### config.mk
export PLATFORM = sky130hd
export DESIGN_NAME = dice_roll_engine
export DESIGN_NICKNAME = d
export VERILOG_FILES = /design/src/rtl/dice_pkg.sv /design/src/rtl/dice_die_gen.sv /design/src/rtl/dice_roll_engine.sv
export SDC_FILE = /design/constraint.sdc
export NUM_CORES = 1
export LEC_CHECK = 0
export ABC_AREA = 1
export ABC_CLOCK_PERIOD_IN_PS = 2100
export BUFFER_PORTS_ARGS = -buffer_cell sky130_fd_sc_hd__clkbuf_2
export CAP_MARGIN = 20
export CORE_ASPECT_RATIO = 2
export CORE_MARGIN = 4
export CORE_UTILIZATION = 30
export DETAILED_ROUTE_END_ITERATION = 10
export PLACE_DENSITY = 0.55
export SYNTH_ARGS = -nofsm -noshare
export SYNTH_HDL_FRONTEND = slang
export SYNTH_SLANG_ARGS = --single-unit
### constraint.sdc
create_clock -name clk -period 2.1 [get_ports clk]
set_input_delay 0.42 -clock clk [delete_from_list [all_inputs] [get_ports clk]]
set_output_delay 0.42 -clock clk [all_outputs]
set_load 0.03 [all_outputs]
### src/rtl/dice_pkg.sv
// Shared types and constants for the dice roll engine: the FSM state enum,
// the craps comparison constants, the LFSR tap mask and the per-die seed helper.
package dice_pkg;

    typedef enum logic [1:0] {
        IDLE   = 2'd0,
        TUMBLE = 2'd1,
        SETTLE = 2'd2,
        DONE   = 2'd3
    } dice_state_e;

    // Craps comparison values. These are fixed numbers for every die configuration.
    localparam int CRAPS_NAT7   = 7;
    localparam int CRAPS_NAT11  = 11;
    localparam int CRAPS_LOSE2  = 2;
    localparam int CRAPS_LOSE3  = 3;
    localparam int CRAPS_LOSE12 = 12;

    // Taps 16,14,13,11 in the right-shifting form map to state bits 0,2,3,5.
    localparam logic [15:0] LFSR_TAP_MASK = 16'h002D;

    // Die k is seeded with SEED ^ (SEED_OFFSET * (k+1)).
    localparam logic [15:0] SEED_OFFSET = 16'h1F35;

    // Seed for die k. An all-zero LFSR would lock up, so zero is replaced by 1.
    function automatic logic [15:0] die_seed(input logic [15:0] seed, input int k);
        logic [15:0] s;
        s = seed ^ 16'(SEED_OFFSET * 16'(k + 1));
        if (s == 16'h0000) begin
            s = 16'h0001;
        end
        return s;
    endfunction

    // One step of the 16-bit Fibonacci LFSR: shift right, feedback enters at bit 15.
    function automatic logic [15:0] lfsr_next(input logic [15:0] l);
        return {^(l & LFSR_TAP_MASK), l[15:1]};
    endfunction

endpackage

### src/rtl/dice_die_gen.sv
// One die: a 16-bit LFSR plus a 1..SIDES wrap counter. While en_i is high the
// LFSR steps every cycle and the die value advances whenever LFSR bit 0 is 1.
module dice_die_gen
    import dice_pkg::*;
#(
    parameter int          SIDES     = 6,
    parameter int          DIE_W     = 3,
    parameter logic [15:0] SEED_INIT = 16'hACE1
) (
    input  logic             clk_i,
    input  logic             rst_ni,
    input  logic             en_i,
    output logic [DIE_W-1:0] die_o
);

    logic [15:0]      lfsr_q, lfsr_d;
    logic [DIE_W-1:0] die_q, die_d;

    // Next-state: step LFSR and conditionally advance the face while tumbling.
    always_comb begin
        lfsr_d = lfsr_q;
        die_d  = die_q;
        if (en_i) begin
            lfsr_d = lfsr_next(lfsr_q);
            if (lfsr_q[0]) begin
                die_d = (die_q == DIE_W'(SIDES)) ? DIE_W'(1) : die_q + DIE_W'(1);
            end
        end
    end

    // State registers; reset reloads the seed and shows face 1.
    always_ff @(posedge clk_i or negedge rst_ni) begin
        if (!rst_ni) begin
            lfsr_q <= SEED_INIT;
            die_q  <= DIE_W'(1);
        end else begin
            lfsr_q <= lfsr_d;
            die_q  <= die_d;
        end
    end

    assign die_o = die_q;

endmodule

### src/rtl/dice_roll_engine.sv
// Dice roll engine: NUM_DICE dice of SIDES faces rolled by a request/done
// handshake, with registered sum, point register, craps flags and point compare.
// Optional feature: define DICE_ROLL_CNT_EN to build the saturating roll counter;
// otherwise roll_cnt is tied to zero.
//
// Handshake: roll_req is a one-cycle request sampled on the clock edge while
// busy is low and the engine is idle; requests during TUMBLE, SETTLE or DONE
// are dropped. roll_done pulses for exactly one cycle, TUMBLE_CYC+2 cycles
// after the request, when die_vals, sum and all flags are final.
module dice_roll_engine
    import dice_pkg::*;
#(
    parameter int          NUM_DICE   = 2,
    parameter int          SIDES      = 6,
    parameter int          DIE_W      = 3,
    parameter int          SUM_W      = 4,
    parameter int          TUMBLE_CYC = 8,
    parameter logic [15:0] SEED       = 16'hACE1
) (
    input  logic                      clk,
    input  logic                      rst,
    input  logic                      roll_req,
    input  logic                      sp,
    input  logic                      clr_point,
    output logic                      busy,
    output logic                      roll_done,
    output logic [NUM_DICE*DIE_W-1:0] die_vals,
    output logic [SUM_W-1:0]          sum,
    output logic [SUM_W-1:0]          point,
    output logic                      point_vld,
    output logic                      d7,
    output logic                      d711,
    output logic                      d2312,
    output logic                      eq,
    output logic [7:0]                roll_cnt
);

    localparam int CNT_W = (TUMBLE_CYC > 1) ? $clog2(TUMBLE_CYC) : 1;

    dice_state_e      state_q, state_d;
    logic [CNT_W-1:0] cnt_q, cnt_d;
    logic             tumble_en;

    logic [SUM_W-1:0] dice_sum;
    logic [SUM_W-1:0] sum_q, sum_d;
    logic [SUM_W-1:0] point_q, point_d;
    logic             point_vld_q, point_vld_d;
    logic             d7_q, d7_d;
    logic             d711_q, d711_d;
    logic             d2312_q, d2312_d;
    logic             eq_q, eq_d;

    // Dice generators, one per die, each with its own seed.
    for (genvar g = 0; g < NUM_DICE; g++) begin : g_die
        dice_die_gen #(
            .SIDES     (SIDES),
            .DIE_W     (DIE_W),
            .SEED_INIT (die_seed(SEED, g))
        ) u_die (
            .clk_i  (clk),
            .rst_ni (rst),
            .en_i   (tumble_en),
            .die_o  (die_vals[g*DIE_W +: DIE_W])
        );
    end

    // FSM next-state and handshake outputs.
    always_comb begin
        state_d   = state_q;
        cnt_d     = cnt_q;
        busy      = 1'b0;
        roll_done = 1'b0;
        tumble_en = 1'b0;
        case (state_q)
            IDLE: begin
                if (roll_req) begin
                    state_d = TUMBLE;
                    cnt_d   = '0;
                end
            end
            TUMBLE: begin
                busy      = 1'b1;
                tumble_en = 1'b1;
                if (cnt_q == CNT_W'(TUMBLE_CYC - 1)) begin
                    state_d = SETTLE;
                end else begin
                    cnt_d = cnt_q + CNT_W'(1);
                end
            end
            SETTLE: begin
                busy    = 1'b1;
                state_d = DONE;
            end
            DONE: begin
                roll_done = 1'b1;
                state_d   = IDLE;
            end
            default: begin
                state_d = IDLE;
            end
        endcase
    end

    // FSM state and tumble cycle counter.
    always_ff @(posedge clk or negedge rst) begin
        if (!rst) begin
            state_q <= IDLE;
            cnt_q   <= '0;
        end else begin
            state_q <= state_d;
            cnt_q   <= cnt_d;
        end
    end

    // Zero-extended sum of all dice; parameters guarantee it fits SUM_W.
    always_comb begin
        dice_sum = '0;
        for (int i = 0; i < NUM_DICE; i++) begin
            dice_sum = dice_sum + SUM_W'(die_vals[i*DIE_W +: DIE_W]);
        end
    end

    // Datapath next-state: sum and craps flags load together on the SETTLE edge so
    // they are final during DONE; point updates from sp/clr_point; eq follows both.
    always_comb begin
        sum_d       = sum_q;
        d7_d        = d7_q;
        d711_d      = d711_q;
        d2312_d     = d2312_q;
        point_d     = point_q;
        point_vld_d = point_vld_q;
        if (state_q == SETTLE) begin
            sum_d   = dice_sum;
            d7_d    = (32'(dice_sum) == CRAPS_NAT7);
            d711_d  = (32'(dice_sum) == CRAPS_NAT7) || (32'(dice_sum) == CRAPS_NAT11);
            d2312_d = (32'(dice_sum) == CRAPS_LOSE2) || (32'(dice_sum) == CRAPS_LOSE3) ||
                      (32'(dice_sum) == CRAPS_LOSE12);
        end
        // clr_point works in any state and wins; sp captures the pre-roll sum in IDLE.
        if (clr_point) begin
            point_d     = '0;
            point_vld_d = 1'b0;
        end else if (sp && state_q == IDLE) begin
            point_d     = sum_q;
            point_vld_d = 1'b1;
        end
        eq_d = point_vld_d && (sum_d == point_d);
    end

    // Datapath registers.
    always_ff @(posedge clk or negedge rst) begin
        if (!rst) begin
            sum_q       <= '0;
            point_q     <= '0;
            point_vld_q <= 1'b0;
            d7_q        <= 1'b0;
            d711_q      <= 1'b0;
            d2312_q     <= 1'b0;
            eq_q        <= 1'b0;
        end else begin
            sum_q       <= sum_d;
            point_q     <= point_d;
            point_vld_q <= point_vld_d;
            d7_q        <= d7_d;
            d711_q      <= d711_d;
            d2312_q     <= d2312_d;
            eq_q        <= eq_d;
        end
    end

    assign sum       = sum_q;
    assign point     = point_q;
    assign point_vld = point_vld_q;
    assign d7        = d7_q;
    assign d711      = d711_q;
    assign d2312     = d2312_q;
    assign eq        = eq_q;

`ifdef DICE_ROLL_CNT_EN
    logic [7:0] roll_cnt_q, roll_cnt_d;

    // Completed-roll counter, saturating at 255; cleared only by reset.
    always_comb begin
        roll_cnt_d = roll_cnt_q;
        if (state_q == DONE && roll_cnt_q != 8'hFF) begin
            roll_cnt_d = roll_cnt_q + 8'd1;
        end
    end

    // Roll counter register.
    always_ff @(posedge clk or negedge rst) begin
        if (!rst) begin
            roll_cnt_q <= 8'd0;
        end else begin
            roll_cnt_q <= roll_cnt_d;
        end
    end

    assign roll_cnt = roll_cnt_q;
`else
    assign roll_cnt = 8'd0;
`endif

endmodule
==> results.yml, run 1 <==
outcome:
  outcome: "completed"
detailed_routing:
  totalWireLength_um: 5100
  detail-route-antenna-nets: 0
  post_detailed_route_wirelength_per_cell_um: 11.4
  drt_pass1_iterations: 4
  dr_total_vias: 1963
  drt_drc_violations_left: 0
  drt-initial-drc-count: 60
  vias_per_cell: 4.40
layout:
  multiInputGateArea_um2: 1010
  num_antenna_cells: 0
  ff_latch_area_um2: 1420
  post-route-util: 0.352
  final_layout_size_suffix_gt1_frac: 0.179
  final_net_count: 360
  flow.area_growth_from_synthesis_pct: 14.8
  layout.filler_cells: 908
hold_path:
  hp-class: "primary input to asynchronous set/reset pin"
sta:
  slew_viol_final: 0
  finalClockSkew_ns: 0.00708
  final-hold-violation-count: 0
  fin_worst_hold_slack_ns: 0.0358
  setup_viol_count_final: 0
  finalCriticalPeriod_ns: 1.80
  min_period_over_period: 0.859
  rsz0062_at_grt: "no"
  max_clock_freq_ghz: 0.554
  setup_tns_ns: 0
synth:
  avgSynthCellArea_um2: 8.28
  ys_seq_elements: 56
  synth_cell_type_count: 27
  area_of_the_mapped_netlist_um2: 2630
  seq_area_frac_synth: 0.541
  ys_warn_count: 0
  post_synth_inst_count: 318
global_routing:
  grt_remaining_overflow: 0
  grt_antenna_before_repair: 0
  grt_util_all_layers: 0.110
  first_pass_grt_wire_length_um: 8930
  grt_pass1_vias: 2031
  grt_start_max_net_pins: 37
floorplan:
  die-area_um2: 10400
  die-width_um: 74.2
  starting_density: 0.307
  pin_count: 34
  coreArea_um2: 8590
  die_h_um: 140
  num_rows: 48
clock_network:
  ctsHtreeMaxLevel: 2
  clk_pin_slew_worst_paths_ns: 0.08
  cts_hold_repair.buffers: 0
  ctsRootBufferMaster: "clkbuf_16"
  cts_tree: "done"
  clkLatencyLatePin_ns: 0.30
  cts_sinks: 56
  clock_tree.buffer_depth: 2
  postCtsSetupRepairBufs: 0
  cts_resized: 0
  cts-buffers-inserted: 5
pwr:
  peakVddDrop_v: 0.000428
  power.static_leakage_nw: 1.64
  power_density_nw_per_um2: 1020
worst_setup_path:
  critical_path.startpoint_type: "register"
  r2r.worst_path.cells: 7
  required_ns: 2.34
  worstSetupEndpointType: "register"
  worstReg2RegStart: "g_die[0].u_die.die_o[0]"
  r2r_setup_slack_ns: 0.30
  timing.rr.end: "eq"
  worst-setup-path-type: "register to register"
  cp_data_arrival_time_ns: 2.04
  crit_fanout: 5
placed_design:
  detailed_place_hpwl_um: 3720
  final_gp_congestion: 0.830
  buffer_ports.inserted: 25
run:
  max_cap_violations: 0
routing by layer:
layer,track usage,share of wire,vias up
met1,0.110,0.39,908
met4,0.0657,0.043,0
met2,0.196,0.52,35
met3,0.0259,0.043,11
li1,-,-,1009
met5,0,0,-
logic make-up (layout without fill, tap and decap cells):
logic type,after synthesis,in the layout,share of synthesized area
buffers and inverters,50,71,0.0837
DFF,56,56,0.541
AOI/OAI and AO/OA,23,23,0.0480
xor gates and xnor gates,4,4,0.0133
adders and majority gates,10,10,0.0504
and+or+nand+nor,174,174,0.262
other,1,8,0.00142
Yosys cell counts:
library cell	number	area, µm²
a21oi_1	8	40.0
a31oi_1	1	6.26
buf_1	4	15.0
buf_2	2	10.0
buf_4	8	60.1
clkbuf_1	2	7.51
conb_1	1	3.75
dfrtp_1	38	951
dfstp_2	18	473
fa_1	1	20.0
ha_1	9	113
inv_1	32	120
inv_2	2	7.51
nand2_1	135	507
nand2_2	1	6.26
nand3_1	17	85.1
nand4_1	1	6.26
nor2_1	15	56.3
nor2_2	2	12.5
nor3_1	1	5.00
o211ai_1	1	7.51
o21a_1	1	7.51
o21ai_0	9	45.0
o21ai_1	1	5.00
o31ai_1	2	15.0
or2_2	2	12.5
xnor2_1	4	35.0
sequential cells by signal, summed over array words and instances, names as in the netlist:
register,cells
cnt_q,3
d2312,1
d7,1
d711,1
eq,1
g_die.u_die.die_o,6
g_die.u_die.lfsr_q,32
point,4
point_vld,1
state_q,2
sum,4
worst max path at each step:
stage | end | startpoint | cells after the start
floorplan | eq | g_die[1].u_die.die_o[0] | 7
global placement | eq | g_die[0].u_die.die_o[0] | 7
detailed placement | eq | g_die[0].u_die.die_o[0] | 7
CTS | eq | g_die[0].u_die.die_o[0] | 7
global route | eq | g_die[0].u_die.die_o[0] | 8
finish | eq | g_die[0].u_die.die_o[0] | 7
cells in the final DEF (no fill, tap or decap), types with 4 or more instances in the layout:
cell type  synthesis  routed
a21oi_1            8       8
clkbuf_16          0       5
clkbuf_2           0      25
conb_1             1       8
dfrtp_1           38      38
dfstp_2           18      18
ha_1               9       9
inv_1             32      32
nand2_1          135     135
nand3_1           17      17
nor2_1            15      15
o21ai_0            9       9
xnor2_1            4       4
stage by stage:
| stage | power (W) | instances | worst slack [ns] | cell area [µm²] |
|---|---|---|---|---|
| global placement | 0.00224 | 438 | 0.325 | 2870 |
| floorplan | 0.00196 | 325 | 0.318 | 2660 |
| detailed placement | 0.00225 | 438 | 0.307 | 2870 |
| global route | 0.00330 | 446 | 0.209 | 3020 |
| finish | 0.00307 | 446 | 0.296 | 3020 |
| CTS | 0.00314 | 446 | 0.289 | 3020 |
power breakdown:
group | internal, W | total (W) | switching [W]
logic | 0.000274 | 0.000992 | 0.000718
clock network | 0.000454 | 0.000872 | 0.000417
registers | 0.00116 | 0.00121 | 0.0000478
total | 0.00189 | 0.00307 | 0.00118
worst max-delay path, stage by stage, from the launching register on:
cell and delay [ns]:
dfstp_2 0.57, ha_1 0.19, fa_1 0.43, nand2_1 0.12
o21ai_1 0.11, a21oi_1 0.16, nand2_1 0.06, nor2_1 0.10
final cells by class:
class / instances / area share
tap: 100 / 0.0414
clock buffer: 5 / 0.0414
timing repair buffer: 29 / 0.0596
clock inverter: 3 / 0.00869
sequential: 56 / 0.471
inverter: 34 / 0.0422
multi-input combinational: 219 / 0.336
(Power assumes the default switching activity.)
==> run 2, diff against run 1 <==
Settings changed: PLACE_DENSITY 0.55 to 0.43.
==> run 2 against run 1 <==
Compared with the run above:
- sequential share of layout area up 0.16 points
- first-iteration DRC count up 6.7%
- clock power down 2.3%
- setup slack better by 0.027 ns
- utilization down 0.12 points
- sequential power about the same
- register-to-register slack better by 0.03 ns
- via count up 3.0%
- critical path type unchanged
- count of clock-buffer cells in the layout up 3
- critical endpoint unchanged
- clock skew down 0.0046 ns
- sequential cell count unchanged
==> results.yml, run 2 (synthesis gave the netlist of run 1 again) <==
outcome:
  outcome: "completed"
sta:
  finalCriticalPeriod_ns: 1.78
  rsz0062_at_grt: "no"
  setup_tns_ns: 0
  slew_viol_final: 0
  finalClockSkew_ns: 0.00249
  max_clock_freq_ghz: 0.563
  min_period_over_period: 0.846
  final-hold-violation-count: 0
  setup_viol_count_final: 0
worst_setup_path:
  worst-setup-path-type: "register to register"
  worstReg2RegStart: "g_die[1].u_die.die_o[0]"
  r2r.worst_path.cells: 7
  critPathCapture: "eq"
  critical_path.startpoint_type: "register"
  crit_fanout: 5
  r2r_setup_slack_ns: 0.32
  timing.rr.end: "eq"
  required_ns: 2.33
  crit_start: "g_die[1].u_die.die_o[0]"
  worstSetupEndpointType: "register"
  cp_data_arrival_time_ns: 2.00
global_routing:
  grt_start_max_net_pins: 38
  grt_remaining_overflow: 0
  grt_util_all_layers: 0.125
  grt_pass1_vias: 2011
  first_pass_grt_wire_length_um: 9880
  grt_antenna_before_repair: 0
layout:
  flow.area_growth_from_synthesis_pct: 14.4
  layoutNonFillerInstCount: 447
  num_antenna_cells: 0
  final_layout_size_suffix_gt1_frac: 0.176
  final_net_count: 361
  largest_reg_flops: 32
  layout.filler_cells: 912
  mostFrequentLayoutCell: "nand2_1"
  post-route-util: 0.351
  top_register: "g_die.u_die.lfsr_q"
  highest_count_cells_in_the_layout_ignoring_fill_and_taps: "nand2_1 (135), dfrtp_1 (38), inv_1 (32)"
clock_network:
  cts_tree: "done"
  cts_hold_repair.buffers: 0
  cts-buffers-inserted: 5
  ctsHtreeMaxLevel: 2
  clk_pin_slew_worst_paths_ns: 0.07
  postCtsSetupRepairBufs: 0
  clkLatencyLatePin_ns: 0.29
  cts_sinks: 56
  cts_resized: 0
  clock_tree.buffer_depth: 2
  ctsRootBufferMaster: "clkbuf_16"
detailed_routing:
  top_signal_layer_used: "met4"
  drt_pass1_iterations: 4
  drt_drc_violations_left: 0
  dr_total_vias: 2022
  met2_wirelength_um: 3270
  met3_wirelength_um: 197
  totalWireLength_um: 5850
  vias_per_cell: 4.52
  drt-initial-drc-count: 64
  met1Wirelength_um: 2170
  post_detailed_route_wirelength_per_cell_um: 13.1
  detail-route-antenna-nets: 0
run:
  max_cap_violations: 0
floorplan:
  coreArea_um2: 8590
  die_h_um: 140
  starting_density: 0.307
  num_rows: 48
  pin_count: 34
  die-width_um: 74.2
  die-area_um2: 10400
pwr:
  peakVddDrop_v: 0.000525
  power.static_leakage_nw: 1.64
  power_density_nw_per_um2: 1020
placed_design:
  buffer_ports.inserted: 25
  detailed_place_hpwl_um: 4410
  numPlacedInstances: 439
  final_gp_congestion: 0.848
hold_path:
  hp-class: "primary input to asynchronous set/reset pin"
run 2: changes by cell type in the layout (fill, tap and decap cells not counted):
cell,previous run,this run
buf_4,2,4
clkbuf_1,0,2
inv_6,2,0
buf_12,2,1
clkbuf_8,0,1
clkinv_4,1,0
run 2: metrics by stage:
step	setup slack (ns)	area [µm²]	hold WS [ns]	power [W]
detailed placement	0.323	2870	0.409	0.00228
floorplan	0.318	2660	0.124	0.00196
global placement	0.360	2870	0.406	0.00228
finish	0.323	3010	0.0708	0.00308
global route	0.173	3010	0.103	0.00332
CTS	0.301	3010	0.0896	0.00316
run 2: layer usage:
layer	GRT usage	vias up
met2	0.228	37
met4	0.0675	0
li1	-	1015
met1	0.127	960
met5	0	-
met3	0.0244	10
run 2: worst min-delay path by stage:
stage	slack [ns]	to	depth (start not counted)
global placement	0.41	point[1]	1
CTS	0.09	point[2]	1
floorplan	0.12	cnt_q[0]	0
finish	0.07	point[2]	1
detailed placement	0.41	point[2]	1
global route	0.10	point[2]	1
run 2: layout make-up:
class	count	area [µm²]	area share
timing repair buffer	30	175	0.0581
clock buffer	8	146	0.0486
tap	100	125	0.0415
inverter	34	128	0.0424
sequential	56	1420	0.473
multi-input combinational	219	1010	0.337
run 2: where the power goes:
group          leakage (nW)  switching [W]  internal (W)
combinational         0.864       0.000729      0.000284
sequential            0.705      0.0000521       0.00116
clock                0.0712       0.000375      0.000477
total                  1.64        0.00116       0.00192
run 2: critical path, cell delays in order (launching register included):
cell	delay, ns
dfstp_2	0.57
ha_1	0.19
fa_1	0.43
nand2_1	0.11
o21ai_1	0.10
a21oi_1	0.15
nand2_1	0.06
nor2_1	0.10
==> run 3, diff against run 2 <==
Settings changed: ABC_CLOCK_PERIOD_IN_PS 2100 to 1740.
Clock period 2.1 ns to 1.74 ns, I/O delays scaled along.
==> run 3 against run 2 <==
Compared with the run above:
- utilization rose by 1.8 points
- maximum frequency rose by 6.4%
- critical path type unchanged
- sequential share of layout area fell by 2.3 points
- largest cell class unchanged
- cell count rose by 2.7%
- critical endpoint unchanged
- combinational power rose by 35%
- routed wire length rose by 0.32%
==> results.yml, run 3 (synthesis gave the netlist of run 1 again) <==
detailed_routing:
  drt_drc_violations_left: 0
  drt_pass1_iterations: 4
  post_detailed_route_wirelength_per_cell_um: 12.8
  vias_per_cell: 4.44
  dr_total_vias: 2037
  totalWireLength_um: 5870
  detail-route-antenna-nets: 0
  drt-initial-drc-count: 75
clock_network:
  cts_tree: "done"
  clock_tree.buffer_depth: 2
  ctsRootBufferMaster: "clkbuf_16"
  cts_hold_repair.buffers: 0
  ctsHtreeMaxLevel: 2
  cts_sinks: 56
  clk_pin_slew_worst_paths_ns: 0.07
  clkLatencyLatePin_ns: 0.29
  cts-buffers-inserted: 5
floorplan:
  die_h_um: 140
  num_rows: 48
  die-area_um2: 10400
  pin_count: 34
  starting_density: 0.307
  coreArea_um2: 8590
  die-width_um: 74.2
layout:
  flow.area_growth_from_synthesis_pct: 20.3
  final_net_count: 373
  largest_reg_flops: 32
  mostFrequentLayoutCell: "nand2_1"
  final_layout_size_suffix_gt1_frac: 0.240
  ff_latch_area_um2: 1420
  layout.filler_cells: 926
  num_antenna_cells: 0
  highest_count_cells_in_the_layout_ignoring_fill_and_taps: "nand2_1 (132), dfrtp_1 (38), inv_1 (31)"
  top_register: "g_die.u_die.lfsr_q"
  multiInputGateArea_um2: 1070
  post-route-util: 0.369
sta:
  min_period_over_period: 0.959
  setup_tns_ns: 0
  finalClockSkew_ns: 0.00284
  slew_viol_final: 0
  rsz0062_at_grt: "no"
  setup_viol_count_final: 0
  finalCriticalPeriod_ns: 1.67
  final-hold-violation-count: 0
  max_clock_freq_ghz: 0.599
global_routing:
  grt_pass1_vias: 2009
  grt_remaining_overflow: 0
  grt_start_max_net_pins: 57
  grt_antenna_before_repair: 0
  first_pass_grt_wire_length_um: 9650
  grt_util_all_layers: 0.120
pwr:
  power_density_nw_per_um2: 1210
  peakVddDrop_v: 0.000535
  power.static_leakage_nw: 1.71
worst_setup_path:
  worst-setup-path-type: "register to register"
  critical_path.startpoint_type: "register"
  required_ns: 1.97
  r2r_setup_slack_ns: 0.07
  crit_fanout: 3
  cp_data_arrival_time_ns: 1.90
  worstSetupEndpointType: "register"
placed_design:
  buffer_ports.inserted: 25
  detailed_place_hpwl_um: 4240
  final_gp_congestion: 0.760
hold_path:
  hp-class: "primary input to asynchronous set/reset pin"
run:
  max_cap_violations: 0
outcome:
  outcome: "completed"
## run 3: cell count changes in the layout (fill, tap and decap cells not counted), moves of 2 or more
| cell | change |
|---|---|
| ha_1 | -2 |
| a21oi_2 | +3 |
| buf_4 | +11 |
| a21oi_1 | -3 |
| nand2_1 | -3 |
| nand2_2 | +2 |
## run 3: per-layer routing
metal / up-vias / GRT usage / wire, µm
met5: - / 0 / 0
met4: 0 / 0.0572 / 63
met3: 4 / 0.0237 / 177
met2: 22 / 0.221 / 3400
met1: 977 / 0.124 / 2240
li1: 1034 / - / -
## run 3: area by class of cell
type,instances,share of cell area
well taps,100,0.0395
repair buffers,42,0.0877
clock buffers,7,0.0419
inverters,34,0.0403
flip-flops and latches,56,0.450
multi-input cells,219,0.339
clock inverters,1,0.00158
## run 3: worst paths after layout
kind	endpoint	cells after the start	startpoint
worst max-delay path	eq	7	g_die[0].u_die.die_o[0]
min in group clk	cnt_q[0]	3	roll_req
worst min register to register	g_die[1].u_die.lfsr_q[1]	2	g_die[1].u_die.lfsr_q[1]
max in group asynchronous	g_die[0].u_die.lfsr_q[4]	2	rst
worst min-delay path	point[1]	2	rst
worst max register to register	eq	7	g_die[0].u_die.die_o[0]
## run 3: metrics by stage
stage                     setup slack (ns)  total power [W]  instance area [µm²]  instances  hold slack (ns)
after global routing               0.00480          0.00411                 3170        459           0.0653
final                               0.0708          0.00382                 3170        459           0.0445
after detailed placement            0.0517          0.00286                 2970        450            0.383
after floorplan                   0.000742          0.00236                 2670        325           0.0524
after global placement              0.0610          0.00285                 2970        450            0.381
after CTS                           0.0368          0.00388                 3110        458           0.0620
## run 3: timing repair
item | 4_1_cts | 5_1_grt
gates resized for setup | 0 | 15
endpoints found under the setup margin | 0 | 3
setup buffers | 0 | 1
## run 3: critical path, cell delays in order, from the launching register on
cell and delay [ns]:
dfstp_2 0.56, ha_4 0.15, fa_2 0.45, nand2_4 0.11, o21ai_4 0.07, a21oi_2 0.12, nand2_1 0.06, nor2_1 0.09
## run 3: power breakdown
| group | internal, W | total [W] | switching, W |
|---|---|---|---|
| registers | 0.00140 | 0.00146 | 0.0000652 |
| logic | 0.000437 | 0.00136 | 0.000924 |
| clock network | 0.000534 | 0.000993 | 0.000458 |
| total | 0.00237 | 0.00382 | 0.00145 |
